==> src/rtl/scalar_hazard_ctrl_if.sv <==
// Decode <-> scalar hazard controller bus.
// The decode side drives the ID instruction fields and the flush request;
// the controller returns stall, the EX valid bit, forward controls and the
// stall-cycle counter.
interface scalar_hazard_ctrl_if #(
  parameter int RA_W  = 4,
  parameter int CNT_W = 16
);
  logic             id_valid;
  logic [RA_W-1:0]  id_rs1;
  logic [RA_W-1:0]  id_rs2;
  logic [RA_W-1:0]  id_rs3;
  logic [2:0]       id_use;    // {C,B,A}
  logic [RA_W-1:0]  id_rd;
  logic             id_we;
  logic             id_load;
  logic             flush;

  logic             stall;
  logic             ex_valid;
  logic             fa;
  logic             fb;
  logic             fc;
  logic [1:0]       fa_src;
  logic [1:0]       fb_src;
  logic [1:0]       fc_src;
  logic [CNT_W-1:0] stall_cnt;

  modport master (
    output id_valid, id_rs1, id_rs2, id_rs3, id_use, id_rd, id_we, id_load, flush,
    input  stall, ex_valid, fa, fb, fc, fa_src, fb_src, fc_src, stall_cnt
  );

  modport slave (
    input  id_valid, id_rs1, id_rs2, id_rs3, id_use, id_rd, id_we, id_load, flush,
    output stall, ex_valid, fa, fb, fc, fa_src, fb_src, fc_src, stall_cnt
  );
endinterface

==> src/rtl/scalar_hazard_ctrl.sv <==
// Scalar execute-stage hazard controller.
// Keeps a 3-deep scoreboard of in-flight destinations (EX, MEM, WB),
// picks per-operand forward sources, stalls ID on load-use hazards and
// turns a flushed ID instruction into an EX bubble.
module scalar_hazard_ctrl #(
  parameter int RA_W       = 4,
  parameter int LOAD_STALL = 1,   // 1..2
  parameter int CNT_W      = 16
) (
  input  logic                clk,
  input  logic                rst,
  scalar_hazard_ctrl_if.slave bus
);

  localparam int NOPS  = 3;  // operands A, B, C
  localparam int DEPTH = 3;  // index 0 = EX (d=1), 1 = MEM (d=2), 2 = WB (d=3)

  typedef struct packed {
    logic            v;
    logic [RA_W-1:0] rd;
    logic            we;
    logic            ld;
  } sb_ent_t;

  sb_ent_t [DEPTH-1:0]         sb_q;
  sb_ent_t                     sb_ex_d;

  logic [NOPS-1:0][RA_W-1:0]   rs;
  logic [NOPS-1:0]             used;
  logic [NOPS-1:0]             haz;
  logic [NOPS-1:0]             fen_d;
  logic [NOPS-1:0]             fen_q;
  logic [NOPS-1:0][1:0]        fsrc_d;
  logic [NOPS-1:0][1:0]        fsrc_q;

  logic                        stall;
  logic                        adv;
  logic [CNT_W-1:0]            stall_cnt_q;

  assign rs   = {bus.id_rs3, bus.id_rs2, bus.id_rs1};
  assign used = bus.id_use;

  // Per-operand lookup: scan oldest to youngest so the youngest match
  // overwrites older ones. The forward source index equals the producer's
  // scoreboard slot because the consumer reads it one stage later.
  always_comb begin
    fen_d  = '0;
    fsrc_d = '0;
    haz    = '0;
    for (int o = 0; o < NOPS; o++) begin
      if (used[o] && (rs[o] != '0)) begin
        for (int d = DEPTH-1; d >= 0; d--) begin
          if (sb_q[d].v && sb_q[d].we && (sb_q[d].rd == rs[o])) begin
            fen_d[o]  = 1'b1;
            fsrc_d[o] = 2'(d);
            haz[o]    = sb_q[d].ld && (d < LOAD_STALL);
          end
        end
      end
    end
  end

  // Flush wins over stall: a killed instruction is never held.
  assign stall = bus.id_valid & (|haz) & ~bus.flush;
  assign adv   = bus.id_valid & ~stall & ~bus.flush;

  // Entry entering EX this edge, or a bubble when nothing advances.
  always_comb begin
    sb_ex_d = '0;
    if (adv) begin
      sb_ex_d.v  = 1'b1;
      sb_ex_d.rd = bus.id_rd;
      sb_ex_d.we = bus.id_we;
      sb_ex_d.ld = bus.id_load;
    end
  end

  // Scoreboard shift and forward controls registered with the ID->EX advance.
  always_ff @(posedge clk or posedge rst) begin
    if (rst) begin
      sb_q   <= '0;
      fen_q  <= '0;
      fsrc_q <= '0;
    end else begin
      sb_q[2] <= sb_q[1];
      sb_q[1] <= sb_q[0];
      sb_q[0] <= sb_ex_d;
      fen_q   <= adv ? fen_d  : '0;
      fsrc_q  <= adv ? fsrc_d : '0;
    end
  end

  // Saturating stall-cycle counter.
  always_ff @(posedge clk or posedge rst) begin
    if (rst) begin
      stall_cnt_q <= '0;
    end else if (stall && (stall_cnt_q != {CNT_W{1'b1}})) begin
      stall_cnt_q <= stall_cnt_q + CNT_W'(1);
    end
  end

  assign bus.stall     = stall;
  assign bus.ex_valid  = sb_q[0].v;
  assign bus.fa        = fen_q[0];
  assign bus.fb        = fen_q[1];
  assign bus.fc        = fen_q[2];
  assign bus.fa_src    = fsrc_q[0];
  assign bus.fb_src    = fsrc_q[1];
  assign bus.fc_src    = fsrc_q[2];
  assign bus.stall_cnt = stall_cnt_q;

endmodule
==> src/flat_wrapper.sv <==
// flat-port wrapper written by rule: the top's interface ports become plain ports
module scalar_hazard_ctrl_flat 
#(
  parameter int RA_W       = 4,
  parameter int LOAD_STALL = 1,          
  parameter int CNT_W      = 16
)
  (clk, rst, bus_id_valid, bus_id_rs1, bus_id_rs2, bus_id_rs3, bus_id_use, bus_id_rd, bus_id_we, bus_id_load, bus_flush, bus_stall, bus_ex_valid, bus_fa, bus_fb, bus_fc, bus_fa_src, bus_fb_src, bus_fc_src, bus_stall_cnt);
  scalar_hazard_ctrl_if #(.RA_W(RA_W), .CNT_W(CNT_W)) bus_i ();
  input  logic clk;
  input  logic rst;
  input wire logic [$bits(bus_i.id_valid)-1:0] bus_id_valid;
  input wire logic [$bits(bus_i.id_rs1)-1:0] bus_id_rs1;
  input wire logic [$bits(bus_i.id_rs2)-1:0] bus_id_rs2;
  input wire logic [$bits(bus_i.id_rs3)-1:0] bus_id_rs3;
  input wire logic [$bits(bus_i.id_use)-1:0] bus_id_use;
  input wire logic [$bits(bus_i.id_rd)-1:0] bus_id_rd;
  input wire logic [$bits(bus_i.id_we)-1:0] bus_id_we;
  input wire logic [$bits(bus_i.id_load)-1:0] bus_id_load;
  input wire logic [$bits(bus_i.flush)-1:0] bus_flush;
  output wire logic [$bits(bus_i.stall)-1:0] bus_stall;
  output wire logic [$bits(bus_i.ex_valid)-1:0] bus_ex_valid;
  output wire logic [$bits(bus_i.fa)-1:0] bus_fa;
  output wire logic [$bits(bus_i.fb)-1:0] bus_fb;
  output wire logic [$bits(bus_i.fc)-1:0] bus_fc;
  output wire logic [$bits(bus_i.fa_src)-1:0] bus_fa_src;
  output wire logic [$bits(bus_i.fb_src)-1:0] bus_fb_src;
  output wire logic [$bits(bus_i.fc_src)-1:0] bus_fc_src;
  output wire logic [$bits(bus_i.stall_cnt)-1:0] bus_stall_cnt;
  assign bus_i.id_valid = bus_id_valid;
  assign bus_i.id_rs1 = bus_id_rs1;
  assign bus_i.id_rs2 = bus_id_rs2;
  assign bus_i.id_rs3 = bus_id_rs3;
  assign bus_i.id_use = bus_id_use;
  assign bus_i.id_rd = bus_id_rd;
  assign bus_i.id_we = bus_id_we;
  assign bus_i.id_load = bus_id_load;
  assign bus_i.flush = bus_flush;
  assign bus_stall = bus_i.stall;
  assign bus_ex_valid = bus_i.ex_valid;
  assign bus_fa = bus_i.fa;
  assign bus_fb = bus_i.fb;
  assign bus_fc = bus_i.fc;
  assign bus_fa_src = bus_i.fa_src;
  assign bus_fb_src = bus_i.fb_src;
  assign bus_fc_src = bus_i.fc_src;
  assign bus_stall_cnt = bus_i.stall_cnt;
  scalar_hazard_ctrl #(.RA_W(RA_W), .LOAD_STALL(LOAD_STALL), .CNT_W(CNT_W)) u_core (.clk(clk), .rst(rst), .bus(bus_i));
endmodule
==> config.mk <==
export PLATFORM = sky130hd
export DESIGN_NAME = scalar_hazard_ctrl_flat
export DESIGN_NICKNAME = d
export VERILOG_FILES = /design/src/rtl/scalar_hazard_ctrl_if.sv /design/src/rtl/scalar_hazard_ctrl.sv /design/src/flat_wrapper.sv
export SDC_FILE = /design/constraint.sdc
export NUM_CORES = 1
export LEC_CHECK = 0
export CORE_MARGIN = 1.5
export CORE_UTILIZATION = 49
export DETAILED_ROUTE_END_ITERATION = 16
export PLACE_DENSITY = 0.79
export RECOVER_POWER = 50
export SLEW_MARGIN = 0
export SYNTH_ARGS = -nofsm -noshare
export SYNTH_HDL_FRONTEND = slang
export SYNTH_SLANG_ARGS = --single-unit
==> constraint.sdc <==
create_clock -name clk -period 2.3 [get_ports clk]
set_clock_uncertainty 0.05 [all_clocks]
set_input_delay 0.46 -clock clk [delete_from_list [all_inputs] [get_ports clk]]
set_output_delay 0.46 -clock clk [all_outputs]
set_load 0.05 [all_outputs]
# Yosys cells after proc, flatten, opt, wreduce, memory -nomap -nowiden
# Index checks and enable logic that the tools add are counted.
# classes
addsub,1
eq_ne,10
n_mux,33
bitwise_logic,6
n_reduce_logical,20
# op_table
cell,n
equality test 4 bit,9
2-to-1 mux 2 bit,12
2-to-1 mux 1 bit,18
"adder 16 x 1 -> 16 bit, second input constant",1
logical AND 1 bit,16
"!= test 16 bit, second input constant",1
nonzero test 4 bit,3
2-to-1 mux 7 bit,1
2-to-1 mux 6 bit,1
AND 1 bit,4
2-to-1 mux 3 bit,1
OR reduction 3 bit,1
inverter 1 bit,2
# totals
reg_bits,44
in_bits,25
out_inout_bits,27
elab_cells,85

# Longest topological paths before layout
# Gate-level depths: netlist (run 1).
# logic_depth
ltp_word,11
ltp_mapped,7
ltp_nobuf,7

# Least setup slack after synthesis (run 1)
# No wires, ideal clock.
# synth_path
kind,register -> output
start,"register u_core.sb_q, in the netlist u_core.bus.ex_valid"
end,output port bus_stall
arrival_time_ns,2.177
path_slack_ns,-0.387
path_stages_with_launch,6
n_path_buf,0
path_cell_list,dfrtp_1 -> and2_1 -> nand4_1 -> or3_4 -> o221a_4 -> nor2_1
# synth_via
elab_chain_cells,7
word_cells_on_any_way,13
# synth_rtl
item,line_no,source
"start, declared",scalar_hazard_ctrl.sv:25,sb_ent_t [DEPTH-1:0] sb_q;
logical AND 1 bit *,scalar_hazard_ctrl.sv:53,if (sb_q[d].v && sb_q[d].we && (sb_q[d].rd == rs[o])) begin
logical AND 1 bit,scalar_hazard_ctrl.sv:53,
2-to-1 mux 1 bit,scalar_hazard_ctrl.sv:53,
2-to-1 mux 1 bit,scalar_hazard_ctrl.sv:51,if (used[o] && (rs[o] != '0)) begin
OR reduction 3 bit *,scalar_hazard_ctrl.sv:64,assign stall = bus.id_valid & (|haz) & ~bus.flush;
AND 1 bit * (2 in series),scalar_hazard_ctrl.sv:64,
"end, declared",flat_wrapper.sv:21,output wire logic [$bits(bus_i.stall)-1:0] bus_stall;
# Mark *: on every way between the ends. The rest lies on a longest branch, timed or not.

# Final worst setup path (run 1)
# layout_path
start,input port bus_id_rs3[1]
end,output port bus_stall
# layout_via
elab_chain_cells,7
word_cells_on_any_way,9
# layout_rtl
item,line_no,source
"start, declared",flat_wrapper.sv:15,input wire logic [$bits(bus_i.id_rs3)-1:0] bus_id_rs3;
equality test 4 bit,scalar_hazard_ctrl.sv:53,
logical AND 1 bit,scalar_hazard_ctrl.sv:53,
2-to-1 mux 1 bit,scalar_hazard_ctrl.sv:53,
2-to-1 mux 1 bit *,scalar_hazard_ctrl.sv:51,
OR reduction 3 bit *,scalar_hazard_ctrl.sv:64,
AND 1 bit * (2 in series),scalar_hazard_ctrl.sv:64,
# Marked as above.

==> summary.md, run 1 <==
| Metric | Value |
|---|---|
| Status | finished, violations left |
| Failing checks | negative setup slack |
| Total iterations of the first detailed-routing run | 5 |
| Worst-path clk slew | 0.08 ns |
| FF-to-FF setup slack | 0.01 ns |
| Reg2reg start | u_core.sb_q[2] |
| Synth top area share | 0.501 |
| Mapped Cells | 195 |
| Number of antenna violations at the first check in global routing | 0 |
| Final setup fails | 2 |
| Crit Path Max Fanout | 3 |
| CP delay by family, top | simple AND/OR/NAND/NOR gates |
| Cell taking the most area after synthesis | dfrtp_1 |
| Yosys reg bits | 44 |
| CP Class | in2out |
| Commonest non-fill, non-tap cells in the layout | 40 x buf_4, 40 x dfrtp_1, 38 x clkdlybuf4s50_1 |
| Ys Warns | 0 |
| Cts hold-fix bufs | 0 |
| P_leak | 1.49 nW |
| Die area | 4890 µm² |
| Total Power | 1.81 mW |
| Vias per cell | 5.58 |
| Final WL | 6100 µm |
| Mean area per synthesized cell | 11.3 µm² |
| Area delta synth->final | 53.9% |
| Core area | 4320 µm² |
| Largest stage delay on the critical path | 0.32 ns |
| Layout net count | 324 |
| Final worst path period need | 2.42 ns |
| Setup_tns | -0.121 ns |
| PortBufs | 51 |
| Peak VDD IR | 0.465 mV |
| Slowest-stage cell, CP | dlygate4sd2_1 |
| RSZ-0062 raised after global routing | true |
| Startpoint types | input pin |
| Global-route wire length before repair | 9630 µm |
| CP Capture Type | primary output |
| WP data required | 1.79 ns |
| Vias | 1957 |
| Post-Synthesis Cell Area | 2200 µm² |
| Layout cells sized above 1 | 0.271 |
| Clock Path Buffers | 2 |
| Util after Layout | 0.782 |
| H-tree level count | 2 |
| Hold Path Stages | 0 |
| Hold WC Path Type | reg2reg |
| Placed insts | 329 |
| Vias in the first global route | 2009 |
| Gpl congestion | 0.855 |
| Grt ovf | 0 |
| Inserted Clock Buffers | 5 |
| Syn nets | 221 |
| Pwr/cell area | 536 nW/µm² |
| Post-Place Setup Slack | -0.431 ns |
| Post-route non-filler standard cell count | 351 |
| Worst Reg-to-Reg Cells | 7 |
| Die W | 70.0 µm |
| Worst path cell trace | dlygate4sd2_1, xor2_1, nor3_1, nand3_1, o221a_4, nor2_4, buf_12 |
| Antenna Violating Nets Remaining | 0 |
| Worst Max-Slew Pin Slew | 0.533 ns |
| Period utilization | 1.05 |
| Max-Cap Viols | 0 |
| Ports | 52 |
| Clock sinks | 44 |
| Die Height | 70.0 µm |
| Slew Limit Fails | 0 |
| Antenna cells | 0 |
| Hold path startpoint | u_core.sb_q[1] |
| Arr. time, crit path | 1.91 ns |
| Worst relative slew slack | 0.645 |
| Initial Util | 0.508 |
| # DRC | 0 |
| Overall routing resource usage | 0.253 |
| CTS tree | yes |
| Clk Latency, worst-skew pair | 0.30 ns |
| Final Hold Viols | 0 |
| Sequential area share after synthesis | 0.501 |
| Top cells by area, synth | dfrtp_1 50%, xnor2_1 10%, xor2_1 6.8% |
| Synth unique cells | 38 |
| Setup WS post-layout | -0.116 ns |
| DRT iter0 DRCs | 179 |
| Worst R2R End | u_core.bus.stall_cnt[5] |
| Clock Root Buffer | clkbuf_8 |
| Hold path endpoint | u_core.sb_q[8] |
| Average wire per standard cell | 17.4 µm |
| HPWL after DPL | 3990 µm |
| FMAX | 0.414 GHz |
| CP Buf/Inv Count | 2 |
| FP Rows | 24 |
| Largest net degree at the start of global routing | 45 |
==> worst register-to-register path, stage by stage (launching register included) <==
cell	delay (ns)
dfrtp_2	0.47
xor2_1	0.18
nor3_1	0.20
nand3_1	0.18
o221a_4	0.31
buf_6	0.13
or4b_4	0.52
xnor2_2	0.14
==> registers in the layout (all words and copies together) (netlist names) <==
signal                flops
u_core.bus.stall_cnt     16
u_core.sb_q              18
u_core.bus.fc_src         2
u_core.bus.fa_src         2
u_core.bus.fb_src         2
u_core.bus.ex_valid       1
u_core.fen_q              3
==> power by group <==
part | internal [mW] | leakage [nW] | switching, mW
clock | 0.543 | 0.0784 | 0.261
sequential | 0.787 | 0.597 | 0.0186
combinational | 0.103 | 0.816 | 0.0990
==> Yosys cell counts <==
cell	number
xnor2_2	2
nand3_1	12
nor2b_1	2
o22ai_1	2
o31ai_1	1
o221ai_2	1
or3_4	1
or3_1	2
mux2_1	3
buf_1	1
or4b_4	1
and2_1	8
o41ai_2	3
nor4_1	5
nor3_1	13
o21ai_2	1
dfrtp_1	44
inv_1	6
nand4_1	10
o21ai_0	2
and3_1	2
a31oi_1	2
or4b_2	1
or4b_1	1
nor2_1	5
inv_2	1
xor2_1	17
or4_4	1
a311oi_1	1
ha_1	1
nand2b_1	2
and4_1	1
nand4b_1	1
xnor2_1	25
o221a_4	1
nand2_1	10
a221oi_1	2
nor4b_1	1
==> cell families (layout without fill, tap and decap cells) <==
| group | Yosys count | count (layout) | synth area share |
|---|---|---|---|
| AO/OA/AOI/OAI | 16 | 16 | 0.0735 |
| XOR/XNOR | 44 | 44 | 0.182 |
| adder cells (fa/ha/maj) | 1 | 1 | 0.00569 |
| buffers and inverters | 8 | 112 | 0.0137 |
| flip-flops | 44 | 44 | 0.501 |
| multiplexers | 3 | 3 | 0.0154 |
| AND/OR/NAND/NOR | 79 | 79 | 0.208 |
==> layout make-up <==
cell class,instances,area (µm²)
Multi-Input combinational cell,143,1140
Timing Repair Buffer,97,882
Inverter,7,26.3
Clock inverter,3,90.1
Clock buffer,5,68.8
Sequential cell,44,1110
Fill cell,275,943
Tap cell,52,65.1
==> layer usage <==
metal | vias up | wire length [µm] | global-route usage
met1 | 945 | 2520 | 0.320
met5 | - | 0 | 0
met3 | 17 | 414 | 0.0447
met4 | 0 | 129 | 0.0897
li1 | 906 | - | -
met2 | 89 | 3030 | 0.435
==> worst max path at each step <==
stage,startpoint,depth (start not counted),endpoint
6_report,bus_id_rs3[1],7,bus_stall
3_3_place_gp,bus_id_rs1[0],7,u_core.bus.stall_cnt[5]
3_5_place_dp,bus_id_rs1[0],7,u_core.bus.stall_cnt[13]
5_1_grt,u_core.sb_q[2],6,bus_stall
2_1_floorplan,u_core.bus.stall_cnt[0],6,u_core.bus.stall_cnt[1]
4_1_cts,u_core.sb_q[3],6,bus_stall
==> repair_timing <==
item | CTS | global route
buffers inserted | 14 | 1
resized for setup | 22 | 9
setup endpoints to repair | 9 | 10
gates cloned | 0 | 0
hold endpoints to repair | 0 | 0
pin swaps | 11 | 7
==> per-stage QoR <==
| step | hold WS [ns] | area [µm²] |
|---|---|---|
| after detailed placement | 0.307 | 3040 |
| final | 0.330 | 3380 |
| after CTS | 0.330 | 3330 |
| after global placement | 0.300 | 3040 |
| after floorplan | 0.296 | 2210 |
| after global routing | 0.350 | 3380 |
(Power assumes the default switching activity.)
==> run 2, diff against run 1 <==
- GPL_TIMING_DRIVEN: not set -> 0
==> run 2 against run 1 <==
The flow still finishes with violations (negative setup slack). Count of clock-buffer cells in the layout up 1. Power down 19%. Core utilization down 6.7 points. Critical path depth unchanged. Design area down 8.6%. Routed wire length down 15%. Die area unchanged. Fmax up 2.3%. Final cell count down 8.8%. Flip-flop and latch count unchanged. Combinational power down 15%. Register-to-register slack worse by 0.02 ns. Critical endpoint unchanged.
==> summary.md, run 2 (same netlist as run 1, synthesis figures left out) <==
| Metric | Value |
|---|---|
| Commonest non-fill, non-tap cells in the layout | 39 x dfrtp_1, 38 x clkdlybuf4s50_1, 23 x xnor2_1 |
| Largest net degree at the start of global routing | 45 |
| # DRC | 0 |
| Reg2reg start | u_core.sb_q[2] |
| Final WL | 5160 µm |
| CP Capture Type | primary output |
| Average wire per standard cell | 16.1 µm |
| Slew Limit Fails | 0 |
| FP Rows | 24 |
| CP Class | in2out |
| Crit Path Max Fanout | 4 |
| Worst Reg-to-Reg Cells | 7 |
| Final setup fails | 3 |
| Largest register FFs | 18 |
| Gpl congestion | 0.898 |
| Cts hold-fix bufs | 0 |
| FF-to-FF setup slack | -0.01 ns |
| Worst-path clk slew | 0.08 ns |
| Grt ovf | 0 |
| Number of antenna violations at the first check in global routing | 0 |
| Hold path endpoint | u_core.sb_q[20] |
| P_leak | 1.31 nW |
| FMAX | 0.423 GHz |
| Top reg by flops | u_core.sb_q |
| Vias | 1761 |
| Pwr/cell area | 474 nW/µm² |
| Initial Util | 0.508 |
| Placed inst area | 2780 µm² |
| RSZ-0062 raised after global routing | true |
| Total iterations of the first detailed-routing run | 4 |
| Clock Root Buffer | clkbuf_8 |
| CTS tree | yes |
| Placed insts | 298 |
| Clk Latency, worst-skew pair | 0.29 ns |
| Worst R2R End | u_core.bus.stall_cnt[5] |
| Hold WS | 0.329 ns |
| Arr. time, crit path | 1.85 ns |
| Hold WC Path Type | reg2reg |
| Overall routing resource usage | 0.216 |
| Worst Max-Slew Pin Slew | 0.875 ns |
| Fin area | 3090 µm² |
| Failing checks | negative setup slack |
| Die Height | 70.0 µm |
| PortBufs | 51 |
| Layout net count | 293 |
| DRT iter0 DRCs | 94 |
| Setup WS post-layout | -0.0622 ns |
| Final Hold Viols | 0 |
| Util after Layout | 0.715 |
| Post-Place Setup Slack | -1.14 ns |
| Clock Path Buffers | 2 |
| Antenna Violating Nets Remaining | 0 |
| Ports | 52 |
| Inserted Clock Buffers | 5 |
| Most common cell after layout, fill and taps aside | dfrtp_1 |
| Layout cells sized above 1 | 0.228 |
| Status | finished, violations left |
| Hold Path Stages | 0 |
| Vias per cell | 5.50 |
| Antenna cells | 0 |
| H-tree level count | 2 |
| Peak VDD IR | 0.465 mV |
| Core area | 4320 µm² |
| Vias in the first global route | 1684 |
| WP data required | 1.79 ns |
| Global-route wire length before repair | 8330 µm |
| Area delta synth->final | 40.7% |
| Die area | 4890 µm² |
| HPWL after DPL | 3520 µm |
| Startpoint types | input pin |
| Period utilization | 1.03 |
| Post-route non-filler standard cell count | 320 |
| Hold path startpoint | u_core.sb_q[13] |
| Worst relative slew slack | 0.416 |
| Max-Cap Viols | 0 |
| Clock sinks | 44 |
| Final worst path period need | 2.36 ns |
| Die W | 70.0 µm |
-- run 2: cell count changes in the layout (fill, tap and decap cells not counted), moves of 3 or more --
cell / previous run / this run
buf_4: 40 / 10
dlygate4sd2_1: 12 / 5
bufinv_16: 3 / 0
clkdlybuf4s15_2: 0 / 4
-- run 2: timing repair --
item / 4_1_cts / 5_1_grt
resized for setup: 41 / 19
pin swaps: 9 / 12
hold endpoints to repair: 0 / 0
endpoints found under the setup margin: 33 / 16
buffers inserted: 11 / 5
-- run 2: how the worst max path moves through the flow --
stage,start,endpoint
after floorplan,u_core.bus.stall_cnt[0],u_core.bus.stall_cnt[1]
after global placement,bus_id_rs1[0],bus_stall
after detailed placement,bus_id_rs1[0],bus_stall
after CTS,u_core.sb_q[5],bus_stall
after global routing,bus_id_rs3[0],bus_stall
final,bus_id_rs3[0],bus_stall
-- run 2: area by class of cell --
type	count	area [µm²]
fill	310	1230
tap	52	65.1
multi-input combinational	143	1170
clock inverter	2	10.0
inverter	7	26.3
timing repair buffer	66	627
clock buffer	6	82.6
sequential	44	1110
-- run 2: where the power goes --
part | internal [mW] | switching [mW] | total [mW]
sequential | 0.787 | 0.0177 | 0.805
combinational | 0.0806 | 0.0904 | 0.171
clock | 0.240 | 0.251 | 0.490
total | 1.11 | 0.359 | 1.47
-- run 2: critical path, stage by stage --
cell,delay [ns]
dlygate4sd2_1,0.38
xor2_1,0.15
nor3_2,0.20
nand3_2,0.15
o221a_4,0.27
nor2_4,0.08
buf_6,0.16
-- run 2: routing by layer --
layer,vias up,global-route usage,part of all wire
met3,9,0.0361,0.049
met2,60,0.338,0.49
met5,-,0,0
met1,848,0.303,0.44
li1,844,-,-
met4,0,0.0833,0.018
-- run 2: stage by stage --
stage | TNS, ns | power, mW
after floorplan | 0 | 0.894
after global placement | -17.61 | 0.968
after detailed placement | -15.48 | 0.972
after CTS | -0.178 | 1.47
after global routing | -0.321 | 1.53
final | -0.143 | 1.47
